$ cat config.mk
export PLATFORM = sky130hd
export DESIGN_NAME = ej32_cpu
export DESIGN_NICKNAME = d
export VERILOG_FILES = /design/src/rtl/ej32_pkg.sv /design/src/rtl/ej32_stack.sv /design/src/rtl/ej32_cpu.sv
export SDC_FILE = /design/constraint.sdc
export NUM_CORES = 2
export LEC_CHECK = 0
export ABC_AREA = 1
export BUFFER_PORTS_ARGS = -buffer_cell sky130_fd_sc_hd__buf_2
export CAP_MARGIN = 15
export CORE_UTILIZATION = 45
export DETAILED_ROUTE_END_ITERATION = 8
export HOLD_SLACK_MARGIN = 0.03
export PLACE_DENSITY_LB_ADDON = 0.08
export SETUP_SLACK_MARGIN = 0.1
export SYNTH_ARGS = -nofsm -noshare
export SYNTH_HDL_FRONTEND = slang
export SYNTH_SLANG_ARGS = --single-unit
$ cat constraint.sdc
create_clock -name clk -period 7.6 [get_ports clk]
set_clock_uncertainty 0.15 [all_clocks]
set_input_delay 0.38 -clock clk [delete_from_list [all_inputs] [get_ports clk]]
set_output_delay 0.38 -clock clk [all_outputs]
set_load 0.01 [all_outputs]
$ cat src/rtl/ej32_pkg.sv
// ej32_pkg: shared definitions for the eJ32 stack CPU core.
//   - Width macros U8 / U32 / IU used for byte, word and interpreter-unit values.
//   - Default memory width and stack depths.
//   - opcode_t: the JVM byte encodings the core understands.
//   - Sign-extension helpers used by the immediate and load paths.
`ifndef EJ32_PKG_SV
`define EJ32_PKG_SV

`define U8  logic [7:0]
`define U32 logic [31:0]
`define IU  logic [31:0]

package ej32_pkg;

    localparam int ASZ_DEF = 17;   // memory address width
    localparam int DSZ_DEF = 64;   // data-stack depth
    localparam int RSZ_DEF = 32;   // return-stack depth

    typedef enum logic [7:0] {
        op_nop           = 8'h00,
        op_iconst_m1     = 8'h02,
        op_iconst_0      = 8'h03,
        op_iconst_1      = 8'h04,
        op_iconst_2      = 8'h05,
        op_iconst_3      = 8'h06,
        op_iconst_4      = 8'h07,
        op_iconst_5      = 8'h08,
        op_bipush        = 8'h10,
        op_sipush        = 8'h11,
        op_iaload        = 8'h2E,
        op_iastore       = 8'h4F,
        op_pop           = 8'h57,
        op_dup           = 8'h59,
        op_swap          = 8'h5F,
        op_iadd          = 8'h60,
        op_isub          = 8'h64,
        op_ineg          = 8'h74,
        op_iand          = 8'h7E,
        op_ior           = 8'h80,
        op_ixor          = 8'h82,
        op_ifeq          = 8'h99,
        op_goto          = 8'hA7,
        op_return        = 8'hB1,
        op_invokevirtual = 8'hB6,
        op_err           = 8'hFF
    } opcode_t;

    // Sign-extend a byte to a 32-bit stack word.
    function automatic logic [31:0] sext8(input logic [7:0] b);
        return {{24{b[7]}}, b};
    endfunction

    // Sign-extend a halfword to a 32-bit stack word.
    function automatic logic [31:0] sext16(input logic [15:0] h);
        return {{16{h[15]}}, h};
    endfunction

endpackage

`endif

$ cat src/rtl/ej32_stack.sv
// ej32_stack: LIFO storage RAM with one synchronous write port and one
// combinational read port. The pointer arithmetic lives in the CPU; this
// block only stores words. Contents are not reset.
//   clk    in  : clock, rising edge
//   i_we   in  : write enable
//   i_wa   in  : write address
//   i_wd   in  : write data
//   i_ra   in  : read address
//   o_rd   out : mem[i_ra], combinational
module ej32_stack #(
    parameter int DEPTH = 64,
    parameter int WIDTH = 32
) (
    input  logic                     clk,
    input  logic                     i_we,
    input  logic [$clog2(DEPTH)-1:0] i_wa,
    input  logic [WIDTH-1:0]         i_wd,
    input  logic [$clog2(DEPTH)-1:0] i_ra,
    output logic [WIDTH-1:0]         o_rd
);

    logic [WIDTH-1:0] r_mem [DEPTH];

    // Single write port; storage has no reset.
    always_ff @(posedge clk) begin
        if (i_we) begin
            r_mem[i_wa] <= i_wd;
        end
    end

    assign o_rd = r_mem[i_ra];

endmodule

$ cat src/rtl/ej32_cpu.sv
// ej32_cpu: single-clock eJ32 stack CPU executing a JVM-bytecode subset.
// The core reads one byte per cycle from a synchronous byte memory: the
// address driven on mem_a_o is sampled at the edge and the byte appears on
// mem_d_i during the following cycle. In phase 0 mem_d_i is always the
// opcode at p; multi-phase instructions keep p at the opcode address until
// their final phase and latch the opcode into code.
//   clk       in  : clock, rising edge
//   rst       in  : synchronous active-high reset
//   mem_a_o   out : next memory address (combinational)
//   mem_d_i   in  : memory byte read at the previous edge
//   mem_d_o   out : write byte
//   mem_we_o  out : write strobe, paired with mem_a_o
//   p_o       out : program counter
//   code_o    out : latched opcode
//   phase_o   out : instruction phase
//   t_o, s_o  out : top and next-on-stack
//   sp_o      out : data-stack pointer
//   rp_o      out : return-stack pointer
//   r_o       out : top of return stack
module ej32_cpu
    import ej32_pkg::*;
#(
    parameter int ASZ = ASZ_DEF,
    parameter int DSZ = DSZ_DEF,
    parameter int RSZ = RSZ_DEF
) (
    input  logic                   clk,
    input  logic                   rst,
    output logic [ASZ-1:0]         mem_a_o,
    input  logic [7:0]             mem_d_i,
    output logic [7:0]             mem_d_o,
    output logic                   mem_we_o,
    output logic [ASZ-1:0]         p_o,
    output logic [7:0]             code_o,
    output logic [2:0]             phase_o,
    output logic [31:0]            t_o,
    output logic [31:0]            s_o,
    output logic [$clog2(DSZ)-1:0] sp_o,
    output logic [$clog2(RSZ)-1:0] rp_o,
    output logic [ASZ-1:0]         r_o
);

    localparam int SPW = $clog2(DSZ);
    localparam int RPW = $clog2(RSZ);

    localparam logic [ASZ-1:0] P_ONE   = ASZ'(2'd1);
    localparam logic [ASZ-1:0] P_TWO   = ASZ'(2'd2);
    localparam logic [ASZ-1:0] P_THREE = ASZ'(2'd3);
    localparam logic [SPW-1:0] SP_ONE  = SPW'(1'b1);
    localparam logic [RPW-1:0] RP_ONE  = RPW'(1'b1);

    // Architectural state
    logic [ASZ-1:0] r_p;
    logic [2:0]     r_phase;
    `U8             r_code;
    `U32            r_t;
    logic [SPW-1:0] r_sp;
    logic [RPW-1:0] r_rp;
    logic [23:0]    r_n;        // immediate / load byte shifter

    // Next-state and datapath wires
    logic [ASZ-1:0] w_p_nxt;
    logic [2:0]     w_phase_nxt;
    logic [7:0]     w_code_nxt;
    logic [31:0]    w_t_nxt;
    logic [SPW-1:0] w_sp_nxt;
    logic [RPW-1:0] w_rp_nxt;
    logic [23:0]    w_n_nxt;
    logic [7:0]     w_op;
    logic [15:0]    w_imm16;
    logic [ASZ-1:0] w_ta;
    logic [ASZ-1:0] w_br;
    logic [ASZ-1:0] w_call;
    logic [ASZ-1:0] w_a;
    logic           w_we;
    logic [7:0]     w_dout;
    logic           w_ds_we;
    logic [SPW-1:0] w_ds_wa;
    logic [31:0]    w_ds_wd;
    `IU             w_s;
    logic           w_rs_we;
    logic [RPW-1:0] w_rs_wa;
    logic [ASZ-1:0] w_rs_wd;
    logic [ASZ-1:0] w_r;

    ej32_stack #(.DEPTH(DSZ), .WIDTH(32)) u_dstk (
        .clk  (clk),
        .i_we (w_ds_we & ~rst),
        .i_wa (w_ds_wa),
        .i_wd (w_ds_wd),
        .i_ra (r_sp),
        .o_rd (w_s)
    );

    ej32_stack #(.DEPTH(RSZ), .WIDTH(ASZ)) u_rstk (
        .clk  (clk),
        .i_we (w_rs_we & ~rst),
        .i_wa (w_rs_wa),
        .i_wd (w_rs_wd),
        .i_ra (r_rp),
        .o_rd (w_r)
    );

    // Decode, phase sequencing, ALU and memory-address selection.
    always_comb begin
        // In phase 0 the opcode is still on the memory bus; later it is held.
        w_op        = (r_phase == 3'd0) ? mem_d_i : r_code;
        w_imm16     = {r_n[7:0], mem_d_i};
        w_ta        = r_t[ASZ-1:0] + ASZ'(r_phase);
        // Branch offsets are relative to the opcode address, which p still holds.
        w_br        = r_p + {{(ASZ-16){w_imm16[15]}}, w_imm16};
        w_call      = {{(ASZ-16){1'b0}}, w_imm16};
        w_p_nxt     = r_p;
        w_phase_nxt = 3'd0;
        w_code_nxt  = w_op;
        w_t_nxt     = r_t;
        w_sp_nxt    = r_sp;
        w_rp_nxt    = r_rp;
        w_n_nxt     = (r_phase == 3'd0) ? r_n : {r_n[15:0], mem_d_i};
        w_a         = r_p + P_ONE;
        w_we        = 1'b0;
        w_dout      = 8'h00;
        w_ds_we     = 1'b0;
        w_ds_wa     = r_sp + SP_ONE;
        w_ds_wd     = r_t;
        w_rs_we     = 1'b0;
        w_rs_wa     = r_rp + RP_ONE;
        w_rs_wd     = r_p + P_THREE;

        case (w_op)
            op_iconst_m1, op_iconst_0, op_iconst_1, op_iconst_2,
            op_iconst_3, op_iconst_4, op_iconst_5: begin
                w_p_nxt  = r_p + P_ONE;
                w_ds_we  = 1'b1;
                w_sp_nxt = r_sp + SP_ONE;
                w_t_nxt  = sext8(w_op - 8'd3);
            end
            op_dup: begin
                w_p_nxt  = r_p + P_ONE;
                w_ds_we  = 1'b1;
                w_sp_nxt = r_sp + SP_ONE;
            end
            op_pop: begin
                w_p_nxt  = r_p + P_ONE;
                w_t_nxt  = w_s;
                w_sp_nxt = r_sp - SP_ONE;
            end
            op_swap: begin
                w_p_nxt = r_p + P_ONE;
                w_ds_we = 1'b1;
                w_ds_wa = r_sp;
                w_t_nxt = w_s;
            end
            op_iadd, op_isub, op_iand, op_ior, op_ixor: begin
                w_p_nxt  = r_p + P_ONE;
                w_sp_nxt = r_sp - SP_ONE;
                case (w_op)
                    op_iadd: w_t_nxt = w_s + r_t;
                    op_isub: w_t_nxt = w_s - r_t;
                    op_iand: w_t_nxt = w_s & r_t;
                    op_ior:  w_t_nxt = w_s | r_t;
                    op_ixor: w_t_nxt = w_s ^ r_t;
                    default: w_t_nxt = r_t;
                endcase
            end
            op_ineg: begin
                w_p_nxt = r_p + P_ONE;
                w_t_nxt = 32'd0 - r_t;
            end
            op_bipush: begin
                case (r_phase)
                    3'd0: w_phase_nxt = 3'd1;
                    3'd1: begin
                        w_p_nxt  = r_p + P_TWO;
                        w_a      = r_p + P_TWO;
                        w_ds_we  = 1'b1;
                        w_sp_nxt = r_sp + SP_ONE;
                        w_t_nxt  = sext8(mem_d_i);
                    end
                    default: w_phase_nxt = 3'd0;
                endcase
            end
            op_sipush, op_goto, op_ifeq, op_invokevirtual: begin
                case (r_phase)
                    3'd0: w_phase_nxt = 3'd1;
                    3'd1: begin
                        w_phase_nxt = 3'd2;
                        w_a         = r_p + P_TWO;
                    end
                    3'd2: begin
                        case (w_op)
                            op_sipush: begin
                                w_p_nxt  = r_p + P_THREE;
                                w_a      = r_p + P_THREE;
                                w_ds_we  = 1'b1;
                                w_sp_nxt = r_sp + SP_ONE;
                                w_t_nxt  = sext16(w_imm16);
                            end
                            op_goto: begin
                                w_p_nxt = w_br;
                                w_a     = w_br;
                            end
                            op_ifeq: begin
                                w_t_nxt  = w_s;
                                w_sp_nxt = r_sp - SP_ONE;
                                if (r_t == 32'd0) begin
                                    w_p_nxt = w_br;
                                    w_a     = w_br;
                                end else begin
                                    w_p_nxt = r_p + P_THREE;
                                    w_a     = r_p + P_THREE;
                                end
                            end
                            op_invokevirtual: begin
                                w_rs_we  = 1'b1;
                                w_rp_nxt = r_rp + RP_ONE;
                                w_p_nxt  = w_call;
                                w_a      = w_call;
                            end
                            default: begin
                                w_p_nxt = r_p + P_THREE;
                                w_a     = r_p + P_THREE;
                            end
                        endcase
                    end
                    default: w_phase_nxt = 3'd0;
                endcase
            end
            op_return: begin
                w_p_nxt  = w_r;
                w_a      = w_r;
                w_rp_nxt = r_rp - RP_ONE;
            end
            op_iaload: begin
                // Bytes arrive one cycle after their address; the shifter
                // gathers the first three, the fourth comes straight off the bus.
                case (r_phase)
                    3'd0, 3'd1, 3'd2, 3'd3: begin
                        w_a         = w_ta;
                        w_phase_nxt = r_phase + 3'd1;
                    end
                    3'd4: begin
                        w_t_nxt = {r_n, mem_d_i};
                        w_p_nxt = r_p + P_ONE;
                    end
                    default: w_phase_nxt = 3'd0;
                endcase
            end
            op_iastore: begin
                case (r_phase)
                    3'd0, 3'd1, 3'd2, 3'd3: begin
                        w_a         = w_ta;
                        w_we        = 1'b1;
                        w_phase_nxt = r_phase + 3'd1;
                        case (r_phase)
                            3'd0:    w_dout = w_s[31:24];
                            3'd1:    w_dout = w_s[23:16];
                            3'd2:    w_dout = w_s[15:8];
                            default: w_dout = w_s[7:0];
                        endcase
                        // Address is dropped after the last byte is sent.
                        if (r_phase == 3'd3) begin
                            w_t_nxt  = w_s;
                            w_sp_nxt = r_sp - SP_ONE;
                        end else begin
                            w_t_nxt  = r_t;
                            w_sp_nxt = r_sp;
                        end
                    end
                    3'd4: begin
                        w_t_nxt  = w_s;
                        w_sp_nxt = r_sp - SP_ONE;
                        w_p_nxt  = r_p + P_ONE;
                    end
                    default: w_phase_nxt = 3'd0;
                endcase
            end
            default: begin
                // nop and every unimplemented opcode
                w_p_nxt = r_p + P_ONE;
            end
        endcase
    end

    // Architectural register update with synchronous reset.
    always_ff @(posedge clk) begin
        if (rst) begin
            r_p     <= {ASZ{1'b0}};
            r_phase <= 3'd0;
            r_code  <= 8'h00;
            r_t     <= 32'd0;
            r_sp    <= {SPW{1'b0}};
            r_rp    <= {RPW{1'b0}};
            r_n     <= 24'd0;
        end else begin
            r_p     <= w_p_nxt;
            r_phase <= w_phase_nxt;
            r_code  <= w_code_nxt;
            r_t     <= w_t_nxt;
            r_sp    <= w_sp_nxt;
            r_rp    <= w_rp_nxt;
            r_n     <= w_n_nxt;
        end
    end

    // Reset forces address 0 so the memory presents opcode 0 on release.
    assign mem_a_o  = rst ? {ASZ{1'b0}} : w_a;
    assign mem_we_o = w_we & ~rst;
    assign mem_d_o  = rst ? 8'h00 : w_dout;

    assign p_o     = r_p;
    assign code_o  = r_code;
    assign phase_o = r_phase;
    assign t_o     = r_t;
    assign s_o     = w_s;
    assign sp_o    = r_sp;
    assign rp_o    = r_rp;
    assign r_o     = w_r;

endmodule

* After elaboration in Yosys (flattened, before gate mapping)
Memories as Yosys holds them, arrays and structs flattened. A register that Yosys moved wholly into a read port is not among the register bits.
Cells that the tools add are included.
** Word-level totals
- Memories :: 2
- Flip-flop bits (word level) :: 95
- Memory bits (read-only) :: 0
- Bits in latches :: 0
- Memory bits (writable) :: 2592
- Output and inout port bits :: 146
- Logic and storage cells :: 140
- Input port bits :: 10
** Memory list
- u_dstk.r_mem :: depth 64, bits a word 32, rd ports 1, clocked after memory_dff 1, write ports 1, line ej32_stack.sv:22 : logic [WIDTH-1:0] r_mem [DEPTH];
- u_rstk.r_mem :: depth 32, bits a word 17, rd ports 1, clocked after memory_dff 1, write ports 1, line ej32_stack.sv:22
** Cells by class
- $lt $le $gt $ge :: 0
- Equal/unequal tests :: 37
- Divide/modulo/power cells :: 0
- Shifts and indexed selects :: 0
- Reduce and logical (&&, ||, !) cells :: 18
- Bitwise gates (word level) :: 7
- Add/subtract/negate cells :: 14
- Multiply operators :: 0
- Mux-type cells :: 55
** Operators with widths (count)
- case mux 32 bit (8 select lines) :: 1
- case mux 32 bit (5 select lines) :: 1
- case mux 17 bit (4 select lines) :: 2
- 2-to-1 mux 32 bit :: 4
- case mux 32 bit (2 select lines) :: 2
- 2-to-1 mux 17 bit :: 7
- equality test 8 x 7 -> 1 bit (second input constant) :: 8
- case mux 17 bit (3 select lines) :: 1
- equality test 8 bit (second input constant) :: 6
- 2-to-1 mux 6 bit :: 6
- adder 17 x 2 -> 17 bit (second input constant) :: 2
- case mux 17 bit (2 select lines) :: 1
- adder 32 bit :: 1
- bitwise AND 32 bit :: 1
- equality test 8 x 3 -> 1 bit (second input constant) :: 4
- logical NOT 32 bit :: 1
- 2-to-1 mux 8 bit :: 4
- OR 32 bit :: 1
- subtractor 1 x 32 -> 32 bit (first input constant) :: 1
- subtractor 32 bit :: 1
- XOR 32 bit :: 1
- case mux 6 bit (5 select lines) :: 1
- case mux 6 bit (2 select lines) :: 2
- case mux 8 bit (3 select lines) :: 1
- 44 further kinds :: 71

* Logic depth before layout (Yosys ltp)
- Depth after elaboration :: 9
- Mapped depth :: 32
- Mapped depth without buffers :: 29

* Cells and area by module
A second synthesis with hierarchy kept.
** Second synthesis, totals
- Cells, all modules :: 11410
- Area, all modules :: 119505.9 sq um
** Modules (own cells, without submodules)
- ej32_stack (u_dstk) :: times used 1, cells an instance 6753, sequential area each 61499.0 sq um, area each 82145.0 sq um
- ej32_stack (u_rstk) :: times used 1, cells an instance 1885, sequential area each 16335.7 sq um, area each 22038.6 sq um
- ej32_cpu :: times used 1, cells an instance 2772, sequential area each 1901.8 sq um, area each 15322.2 sq um

* Least setup slack after synthesis
No wires, ideal clock.
- Kind :: register to register
- Start :: reg r_phase[1], in the netlist phase_o[1]
- End :: mem u_dstk.r_mem[0][0], enable pin
- Required time :: 7.029 ns
- Period minus slack after synthesis :: 4.993 ns
- Setup time :: 0.421 ns
- Cell stages (with the launch flop) :: 21
- Slack :: 2.607 ns
- Buffers on the path :: 2
- Arrival time :: 4.422 ns
- Cells stage by stage :: dfxtp_1 -> inv_1 -> ha_1 -> nand2_2 -> buf_2 -> inv_2 -> or2_2 -> o21ai_1 -> inv_1 -> ha_1 -> inv_1 -> nor2_1 -> inv_1 -> nor2_1 -> nand2_1 -> clkbuf_1 -> xor2_1 -> inv_1 -> nor2_1 -> nand2_1 -> nor2_1
** Between the ends
- Cells in the longest elaborated chain, start to end :: 9
- Elaborated cells on any way between the ends :: 28
- Classes of those cells :: eq/ne (16); mux (8); bitwise (1); reduce/logical (3)
** Ends and longest elaborated chain
- from (decl) :: line ej32_cpu.sv:54 : logic [2:0] r_phase;
- from (signal assigned) :: line ej32_cpu.sv:297 : r_phase <= w_phase_nxt;
- logical NOT 3 bit (*) :: line ej32_cpu.sv:107 : w_op = (r_phase == 3'd0) ? mem_d_i : r_code;
- 2-to-1 mux 8 bit (*) :: line ej32_cpu.sv:107
- via w_code_nxt[0] :: line ej32_cpu.sv:64 : logic [7:0] w_code_nxt;
- equality test 8 x 5 -> 1 bit :: line ej32_cpu.sv:130, ej32_cpu.sv:191
- 2-to-1 mux 1 bit :: line ej32_cpu.sv:191 : case (w_op)
- 2-to-1 mux 1 bit :: line ej32_cpu.sv:184 : case (r_phase)
- case mux 1 bit (3 select lines) :: line ej32_cpu.sv:130 : case (w_op)
- bitwise AND 1 bit :: line ej32_cpu.sv:88 : .i_we (w_ds_we & ~rst),
- 2-to-1 mux 1 bit :: line ej32_stack.sv:26 : if (i_we) begin
- 2-to-1 mux 1 bit (implied by the code) :: line ej32_stack.sv:27 : r_mem[i_wa] <= i_wd;
- to (decl) :: line ej32_stack.sv:22
Mark *: on every way through the listed nets, which the timed path passes. The rest lies on a longest branch.

* Worst setup path after layout
- Start :: reg r_phase[0], in the netlist phase_o[0]
- End :: out mem_a_o[16]
** Between the ends
- Cells in the longest elaborated chain, start to end :: 7
- Elaborated cells on any way between the ends :: 23
- Classes of those cells :: add/sub (1); eq/ne (11); mux (7); reduce/logical (4)
** Ends and longest elaborated chain
- logical NOT 3 bit (*) :: line ej32_cpu.sv:107
- 2-to-1 mux 8 bit (*) :: line ej32_cpu.sv:107
- via w_code_nxt[0] :: line ej32_cpu.sv:64
- equality test 8 bit :: line ej32_cpu.sv:130, ej32_cpu.sv:191
- case mux 17 bit (3 select lines) :: line ej32_cpu.sv:191
- case mux 17 bit (2 select lines) :: line ej32_cpu.sv:184
- case mux 17 bit (4 select lines) (*) :: line ej32_cpu.sv:130
- 2-to-1 mux 17 bit (*) :: line ej32_cpu.sv:307 : assign mem_a_o = rst ? {ASZ{1'b0}} : w_a;
- to (decl) :: line ej32_cpu.sv:29 : output logic [ASZ-1:0] mem_a_o,
Marks and branches as above.

==> out/qor.txt <==
Outcome - complete, no violations
Vias in the first global route - 78580
Placed inst area - 120700 sq um
CP Max Fanout - 23
Layout cells sized above 1 - 9.671%
Crit path largest cell delay - 470 ps
Post-Synthesis Cells - 10000
Setup repair after global routing missed its margin - false
Yosys top cell by area - edfxtp_1
Final WL - 400900 um
Worst setup EP type - output pin
Gr ovfl total - 0
Via count - 83460
Count of non-filler cells in the finished layout - 13660
Initial antenna violation count - 18
WP data arrival - 6370 ps
Fillers - 22340
Pleak - 44.17 nW
Drt first-iter violations - 10130
Synth Flop Type - edfxtp_1
Most common library cells after synthesis - edfxtp_1, nor2_1, o21ai_0
I/O pins - 156
Req. time, crit path - 7070 ps
CTS buffer count - 306
Core ar. - 254400 sq um
Worst slew pin tran - 1173 ps
DR WL/cell - 29.35 um
Post-route antenna net violation count - 0
Tmin final - 6900 ps
Drt drc - 0
Pint - 0.02555 W
WP buf/inv - 8
Worst min-delay path class - input port to register
Design area - 130200 sq um
Worst path slowest cell - a21oi_1
Fin. max-slew vios - 0
DR vias/cell - 6.111
Longest Clk Path Bufs - 4
Chip height - 508.3 um
Dominant cells by area after synthesis - edfxtp_1, o21ai_0, nor2_1, o22ai_1, nand2_1
Flop pwr share - 47.7%
Synth Cell Area - 115400 sq um
Period utilization - 90.80%
H-tree depth - 5
Port Buffer Count - 155
Crit-path cells - inv_1 > ha_1 > nand2_2 > inv_2 > or2_2 > o21ai_1 > inv_1 > ha_1 > inv_1 > nor2_1 > nand2_1 > nand2_2 > nor2_8 > nand2_4 > inv_4 > nand2_2 > nor3_2 > buf_4 > inv_1 > nand3_1 > nor2_1 > a21oi_1 > buf_2
Clk pwr share - 40.2%
PwrDens - 266.3 nW/um^2
Peak supply drop - 0.2663 mV
Total Nets Final - 10220
Net load switching power - 0.009118 W
Dpl ws - 1369 ps
Final WS setup - 699.6 ps
Finish-stage setup viols - 0
Number of enable flip-flop cells after synthesis - 2592
Hold Startpoint - mem_d_i[0]
Skew-Pair Late Insertion Delay - 960 ps
Gate power share - 12.2%
Number of max-cap violations - 0
DP HPWL - 227500 um
Most numerous cell in the Yosys netlist - edfxtp_1
Syn-to-layout area delta - 12.84%
Switching share of power - 26.30%
Worst slew margin - 21.71%
GRT Util Overall - 30.50%
Yosys cell types - 65
# resized after CTS - 0
Largest net degree at the start of global routing - 194
First-pass GRT wire length - 571000 um
Largest delay share family, worst path - simple AND/OR/NAND/NOR gates
First drt pass iteration count - 6
Synthesis Warnings - 0
Top cell by count, worst path - inv_1
Count of final hold-check violations - 0
Critical path class - register to output pin
Avg Synthesized Cell Area - 11.53 sq um
#FFs+latches synth - 2698
CTS tree - yes
# rows - 185
Seq/Total Area, Yosys - 69.31%
Die area - 258400 sq um
Clock sink total - 2698
Setup TNS - 0 ps
Synth Net Count - 10150
FFs w/ async S/R, synth - 0%
Dpl cells - 13120
Top-area cell type share of the netlist area - 67.47%
Die width - 508.3 um
Placer Congestion - 0.9402
Fmax - 144.9 MHz
Crit path launch - phase_o[0]$_SDFF_PP0_
CP Launch Type - register
Initial core utilization - 45.35%
Post-layout util - 51.17%
Clk Tree Root Cell - clkbuf_16
Worst-path clk slew - 60 ps
==> final timing paths <==
| check | to | slack (ps) | depth (start not counted) |
|---|---|---|---|
| max | mem_a_o[16] | 700 | 23 |
| min | r_n[0]$_SDFFE_PP0N_ | 290 | 4 |
| max reg2reg | t_o[30]$_SDFFE_PP0P_ | 1310 | 24 |
| min reg2reg | r_n[19]$_SDFFE_PP0N_ | 340 | 2 |
==> layout make-up <==
cell class	instances	area, sq um	area share [%]
clock buffer	375	8033	6.171
clock inverter	145	1185	0.9102
tap	3366	4212	3.235
sequential	2698	80080	61.52
antenna	3	7.507	0.005767
inverter	342	1321	1.015
timing repair buffer	424	3224	2.477
multi-input combinational	6305	32110	24.67
==> power groups by stage <==
stage | clock, W | combinational (W) | sequential, W
floorplan | 0 | 0.00237 | 0.0169
global placement | 0 | 0.00414 | 0.0168
detailed placement | 0 | 0.00413 | 0.0168
CTS | 0.0141 | 0.00415 | 0.0165
global route | 0.0147 | 0.00456 | 0.0165
finish | 0.0139 | 0.00421 | 0.0165
==> cells by family after synthesis <==
| family | after synthesis | synth area share [%] |
|---|---|---|
| compound gates | 2860 | 13.93 |
| flops | 2698 | 69.31 |
| buf+inv | 999 | 3.368 |
| mux | 1 | 0.008677 |
| xor+xnor | 93 | 0.7060 |
| fa+ha+maj | 137 | 1.505 |
| simple gates | 3214 | 11.17 |
==> metrics by stage <==
step           hold WS [ps]  total power [W]
6_report              290.4          0.03467
5_1_grt               293.4          0.03574
4_1_cts               238.3          0.03478
3_5_place_dp          336.4          0.02097
3_3_place_gp          323.3          0.02098
2_1_floorplan         294.6          0.01923
==> layer usage <==
| metal | vias up | GRT usage [%] | share of wire, % |
|---|---|---|---|
| met2 | 3898 | 47.30 | 45 |
| li1 | 36740 | - | - |
| met4 | 2 | 10.81 | 3.8 |
| met1 | 42140 | 43.42 | 43 |
| met5 | - | 0 | 0.0045 |
| met3 | 683 | 4.995 | 8.2 |
==> tightest hold or removal path: cells and delay by family <==
kind | cells | cell delay [ps]
buffers and inverters | 2 | 730
AND/OR/NAND/NOR | 2 | 170
==> placed cells by master (no fill, tap or decap), types with 7 or more instances in the layout <==
cell type and instances:
a31oi_1 30, nor3_1 43, clkinv_1 71, o32ai_1 15
nor2_1 1759, clkbuf_1 63, nor4_1 11, clkbuf_16 311
a211oi_1 19, dfxtp_4 29, a32oi_1 8, o21ai_1 7
buf_12 27, xnor2_1 14, edfxtp_1 2592, buf_4 224
nor2_4 66, nand3_1 408, ha_1 134, o22ai_1 625
inv_1 317, xor2_1 72, o21ai_0 1682, nor2_2 21
bufinv_16 18, o2111ai_1 25, dfxtp_2 12, o221ai_1 116
nand2_1 859, clkinv_2 45, dlygate4sd3_1 9, a221oi_1 13
inv_6 9, o211ai_1 24, nand4_1 22, buf_2 155
inv_2 13, dfxtp_1 65, a21oi_1 255
==> state kept, by name (all words and copies together) (netlist names), named ones only <==
| signal | flops |
|---|---|
| u_dstk.r_mem | 2048 |
| u_rstk.r_mem | 544 |
| t_o | 32 |
| r_n | 24 |
| p_o | 17 |
| code_o | 8 |
| sp_o | 6 |
| rp_o | 5 |
| phase_o | 3 |
==> what timing repair did <==
action | 4_1_cts | 5_1_grt
hold endpoints to repair | 36 | 0
hold buffers | 9 | 0
buffers inserted | 0 | 0
Note: power is estimated with default switching activity, not from simulation.
